$ cat config.mk
export PLATFORM = sky130hd
export DESIGN_NAME = predictor_phase_sequencer
export DESIGN_NICKNAME = d
export VERILOG_FILES = /design/src/rtl/predictor_phase_sequencer.sv
export SDC_FILE = /design/constraint.sdc
export NUM_CORES = 1
export LEC_CHECK = 0
export BUFFER_PORTS_ARGS = -buffer_cell sky130_fd_sc_hd__buf_2
export CORE_MARGIN = 2
export CORE_UTILIZATION = 50
export CTS_BUF_LIST = sky130_fd_sc_hd__clkbuf_8 sky130_fd_sc_hd__clkbuf_16
export DETAILED_ROUTE_END_ITERATION = 6
export PLACE_DENSITY = 0.85
export SYNTH_ARGS = -nofsm -noshare
export SYNTH_HDL_FRONTEND = slang
export SYNTH_SLANG_ARGS = --single-unit
export TNS_END_PERCENT = 5
$ cat constraint.sdc
create_clock -name clock -period 4.4 [get_ports clock]
set_input_delay 0.22 -clock clock [delete_from_list [all_inputs] [get_ports clock]]
set_output_delay 0.22 -clock clock [all_outputs]
set_load 0.01 [all_outputs]
$ cat src/rtl/predictor_phase_sequencer.sv
// Phase sequencer for the predictor datapath: one-hot phase triggers, one-phase-early
// lead enables, programmable dwell per phase, stall hold, and frame bookkeeping.
module predictor_phase_sequencer #(
  parameter int NUM_PHASES = 4,
  parameter int DWELL_W    = 4,
  parameter int COUNT_W    = 16
) (
  input  logic                  clock,
  input  logic                  reset,
  input  logic                  start,
  input  logic                  stop,
  input  logic                  continuous,
  input  logic [DWELL_W-1:0]    dwell,
  input  logic                  stall,
  output logic [NUM_PHASES-1:0] trigger,
  output logic [NUM_PHASES-1:0] enable,
  output logic                  busy,
  output logic                  frame_done,
  output logic [COUNT_W-1:0]    frame_count
);

  localparam int PH_W = (NUM_PHASES > 2) ? $clog2(NUM_PHASES) : 1;
  localparam logic [PH_W-1:0] LAST_PH = PH_W'(NUM_PHASES - 1);

  typedef enum logic [1:0] {
    S_IDLE = 2'd0,
    S_RUN  = 2'd1,
    S_HOLD = 2'd2
  } state_t;

  state_t                  state_q, state_d;
  logic [PH_W-1:0]         phase_q, phase_d;
  logic [DWELL_W-1:0]      cnt_q, cnt_d;
  logic [DWELL_W-1:0]      dwell_lat_q, dwell_lat_d;
  logic                    cont_q, cont_d;
  logic                    stop_pend_q, stop_pend_d;
  logic [NUM_PHASES-1:0]   trigger_q, trigger_d;
  logic [NUM_PHASES-1:0]   enable_q, enable_d;
  logic                    busy_q, busy_d;
  logic                    frame_done_q, frame_done_d;
  logic [COUNT_W-1:0]      frame_count_q, frame_count_d;

  always_ff @(posedge clock) begin
    if (reset) begin
      state_q       <= S_IDLE;
      phase_q       <= '0;
      cnt_q         <= '0;
      dwell_lat_q   <= '0;
      cont_q        <= 1'b0;
      stop_pend_q   <= 1'b0;
      trigger_q     <= '0;
      enable_q      <= '0;
      busy_q        <= 1'b0;
      frame_done_q  <= 1'b0;
      frame_count_q <= '0;
    end else begin
      state_q       <= state_d;
      phase_q       <= phase_d;
      cnt_q         <= cnt_d;
      dwell_lat_q   <= dwell_lat_d;
      cont_q        <= cont_d;
      stop_pend_q   <= stop_pend_d;
      trigger_q     <= trigger_d;
      enable_q      <= enable_d;
      busy_q        <= busy_d;
      frame_done_q  <= frame_done_d;
      frame_count_q <= frame_count_d;
    end
  end

  always_comb begin
    state_d       = state_q;
    phase_d       = phase_q;
    cnt_d         = cnt_q;
    dwell_lat_d   = dwell_lat_q;
    cont_d        = cont_q;
    stop_pend_d   = stop_pend_q;
    frame_done_d  = 1'b0;
    frame_count_d = frame_count_q;

    case (state_q)
      S_IDLE: begin
        stop_pend_d = 1'b0;
        if (start) begin
          state_d     = S_RUN;
          phase_d     = '0;
          cnt_d       = '0;
          dwell_lat_d = dwell;
          cont_d      = continuous;
        end
      end
      S_RUN, S_HOLD: begin
        stop_pend_d = stop_pend_q | stop;
        // Leaving HOLD with stall low performs the same step RUN would, so the
        // stalled cycles add exactly one clock each to the frame.
        if (stall) begin
          state_d = S_HOLD;
        end else begin
          state_d = S_RUN;
          if (cnt_q == dwell_lat_q) begin
            cnt_d = '0;
            if (phase_q == LAST_PH) begin
              frame_done_d  = 1'b1;
              frame_count_d = frame_count_q + COUNT_W'(1);
              phase_d       = '0;
              if (cont_q && !(stop_pend_q | stop)) begin
                dwell_lat_d = dwell;
              end else begin
                state_d     = S_IDLE;
                stop_pend_d = 1'b0;
              end
            end else begin
              phase_d = phase_q + PH_W'(1);
            end
          end else begin
            cnt_d = cnt_q + DWELL_W'(1);
          end
        end
      end
      default: state_d = S_IDLE;
    endcase

    busy_d    = (state_d != S_IDLE);
    trigger_d = '0;
    if (busy_d) trigger_d = NUM_PHASES'(1) << phase_d;
    enable_d  = {trigger_d[NUM_PHASES-2:0], 1'b0};
  end

  assign trigger     = trigger_q;
  assign enable      = enable_q;
  assign busy        = busy_q;
  assign frame_done  = frame_done_q;
  assign frame_count = frame_count_q;

endmodule

==> out/metrics.cfg <==
[global_route]
met1_usage_pct = 23.8
grt-busiest-layer = met2
grt_pass1_vias = 1388
globalRouteMet3Util_pct = 5.00
gr-usage-all-layers_pct = 19.6
grt_max_degree = 34
grt_first_pass_wirelength_um = 6290
grt_antenna_before_repair = 0
globalRouteMet2Util_pct = 33.1
overflow = 0

[floorplanning]
design.portCount = 36
initial_core_util_pct = 52.2
die-width_um = 63.2
floorplan.core_area_mm2 = 0.00336
placementRows = 21
die_height_um = 63.2
die_area_mm2 = 0.00400

[clock_network]
numCtsBuffers = 5
h-tree-depth = 2
ctsRootBufferMaster = sky130_fd_sc_hd__clkbuf_8
postCtsHoldBufs = 0
cts.reportedPaths.clkPinSlew_ns = 0.08
clock_tree_from_tritoncts = yes
post_cts.repair.setup_buffers = 0
cts.path.max_buffers = 2
clock_latency_ns = 0.29
cts.repair.resized = 0
clock_sinks = 36

[timing]
timing.max_slew.rel_slack_pct = 59.4
clock-skew-final_ns = 0.00759
tns_ns = 0
timing_hold_violations_final = 0
finalMaxSlewViolations = 0
worst_pin_slew_ns = 0.609
layout_worst_path_cycle_share_pct = 51.0
timing.final.crit_period_ns = 2.24
achievable-frequency_ghz = 0.446
timing.hold.ws_ns = 0.170
rsz0062_at_grt = false
setup_ws_ns = 2.16
finalSetupViolCount = 0

[synth]
netlist_area_mm2 = 0.00175
asyncSetResetFlopFracSynth_pct = 0
combinational_family_with_the_most_area_after_synthesis = simple AND/OR/NAND/NOR gates
yosys.area_share.adder_pct = 3.57
postSynthAreaPerCell_um2 = 9.00
synthXorXnorAreaFrac_pct = 6.99
yosysTopAreaCell = sky130_fd_sc_hd__dfxtp_1
yosysTopAreaCellShare_pct = 41.1
netlist_instances = 195
yosysSeqAreaShare_pct = 41.1
synth-edff-count = 0
synth_flop_cell = sky130_fd_sc_hd__dfxtp_1
synth_cell_type_count = 47
post-synth-top-count-cell = sky130_fd_sc_hd__dfxtp_1
ys_ff_latch = 36
warnings_from_yosys = 0
synth-simple-area-share_pct = 26.0
synth_nets = 210
synth_area_leaders = sky130_fd_sc_hd__dfxtp_1 41%, sky130_fd_sc_hd__nor2_1 5.8%, sky130_fd_sc_hd__xnor2_1 4.0%
synth.area.mux_share_pct = 3.42
synth.cells.most_frequent = 36 x sky130_fd_sc_hd__dfxtp_1, 27 x sky130_fd_sc_hd__nor2_1, 10 x sky130_fd_sc_hd__a21oi_1, 9 x sky130_fd_sc_hd__inv_1, 8 x sky130_fd_sc_hd__xnor2_1
synth_compound_area_share_pct = 12.3

[drt]
antenna_left = 0
drt-pass1-iter-count = 4
vias_per_cell = 5.55
drt-wirelength-per-cell_um = 13.3
drc = 0
drt-initial-drc-count = 81
wirelength_um = 3610
routed-via-count = 1503

[layout]
fill_cells = 315
antennaDiodeCount = 0
areaGrowthSynthToFinish_pct = 13.3
drive_gt1_share_pct = 21.3
layout.nets = 239

[power]
power_density_mw_per_mm2 = 367
internal_power_uw = 504
p_clk_share_pct = 31.1
ir_drop_mv = 0.260
power.share.switching_pct = 30.8
p_seq_share_pct = 48.6
net-switching-power_uw = 225
power.share.combinational_pct = 20.3
cell_leakage_power_nw = 0.840

[worst_setup_path]
criticalPathCategory = reg -> reg
worstPathMaxFanout = 13
cp-start-kind = flop
reg2reg_slack_ns = 2.16
reg2reg_path_depth = 7
cp-end-kind = flop
timing.critical_path.required_ns = 4.58
worst_path_arrival_time_ns = 2.43

[outcome]
run_status = finished clean

[hold_path]
hold-path-cell-count = 3
timing.hold.worst.class = in -> reg

[placement]
place_congestion = 0.827
portBuffers = 34
place_hpwl_um = 2530
detailedPlace.worstSlack_ns = 2.20

[flow_run]
max-cap-violations = 0

[worst paths after layout]
| path | end | start |
|---|---|---|
| worst min-delay path | dwell_lat_q[1] | dwell[1] |
| worst max-delay path | frame_count[13] | state_q[1] |
| worst max register to register | frame_count[13] | state_q[1] |
| worst min register to register | cont_q | cont_q |
[layout by cell type (no fill, tap or decap), types with 3 or more instances in the layout]
| cell | count |
|---|---|
| sky130_fd_sc_hd__dfxtp_1 | 36 |
| sky130_fd_sc_hd__inv_1 | 11 |
| sky130_fd_sc_hd__clkbuf_8 | 5 |
| sky130_fd_sc_hd__nor2_1 | 27 |
| sky130_fd_sc_hd__a21oi_1 | 10 |
| sky130_fd_sc_hd__buf_2 | 34 |
| sky130_fd_sc_hd__nand4_1 | 7 |
| sky130_fd_sc_hd__ha_1 | 5 |
| sky130_fd_sc_hd__nor3_1 | 7 |
| sky130_fd_sc_hd__o31ai_1 | 3 |
| sky130_fd_sc_hd__mux2i_1 | 6 |
| sky130_fd_sc_hd__a31oi_1 | 3 |
| sky130_fd_sc_hd__nand3_1 | 7 |
| sky130_fd_sc_hd__and3_1 | 3 |
| sky130_fd_sc_hd__o21ai_0 | 5 |
| sky130_fd_sc_hd__nand2_1 | 4 |
| sky130_fd_sc_hd__xnor2_1 | 8 |
| sky130_fd_sc_hd__xor2_1 | 6 |
[cell type report]
type,count,area (um2),area share (%)
Multi-Input combinational cell,138,920,46.3
Sequential cell,36,721,36.3
Timing Repair Buffer,34,170,8.56
Clock buffer,5,68.8,3.46
Tap cell,46,57.6,2.90
Inverter,9,33.8,1.70
Clock inverter,3,16.3,0.819
[per-layer routing]
layer	part of all wire (%)	up-vias
li1	-	747
met1	44	703
met2	49	47
met3	5.1	6
met4	1.6	0
met5	0	-
[cell families after synthesis]
group / after synthesis
mux: 6
buf+inv: 21
compound gates: 32
simple gates: 80
flops: 36
fa+ha+maj: 5
xor+xnor: 14
other cells: 1
[power by group through the flow]
stage | Clock, mW | Sequential [mW] | Combinational [mW]
2_1_floorplan | 0 | 0.363 | 0.123
3_3_place_gp | 0 | 0.361 | 0.141
3_5_place_dp | 0 | 0.361 | 0.147
4_1_cts | 0.233 | 0.354 | 0.147
5_1_grt | 0.244 | 0.356 | 0.164
6_report | 0.227 | 0.354 | 0.148
[per-stage QoR]
step                power [mW]  cells  cell area, um2  utilization, %
finish                   0.729    271            1990            59.1
global placement         0.502    263            1900            56.5
detailed placement       0.508    263            1900            56.5
CTS                      0.734    271            1990            59.1
global route             0.764    271            1990            59.1
floorplan                0.486    195            1750               -
[critical path, stage by stage, from the launching register on]
cell and delay (ns):
sky130_fd_sc_hd__dfxtp_1 0.36, sky130_fd_sc_hd__inv_1 0.06, sky130_fd_sc_hd__ha_1 0.48, sky130_fd_sc_hd__and4b_1 0.28
sky130_fd_sc_hd__nand3_1 0.20, sky130_fd_sc_hd__nor3_2 0.37, sky130_fd_sc_hd__a311oi_1 0.16, sky130_fd_sc_hd__a41o_1 0.23
[flip-flops by register name, summed over array words and instances (netlist names)]
name,count
busy,1
cnt_q,4
cont_q,1
dwell_lat_q,4
frame_count,16
frame_done,1
phase_q,2
state_q,2
stop_pend_q,1
trigger,4
(Power assumes the default switching activity.)
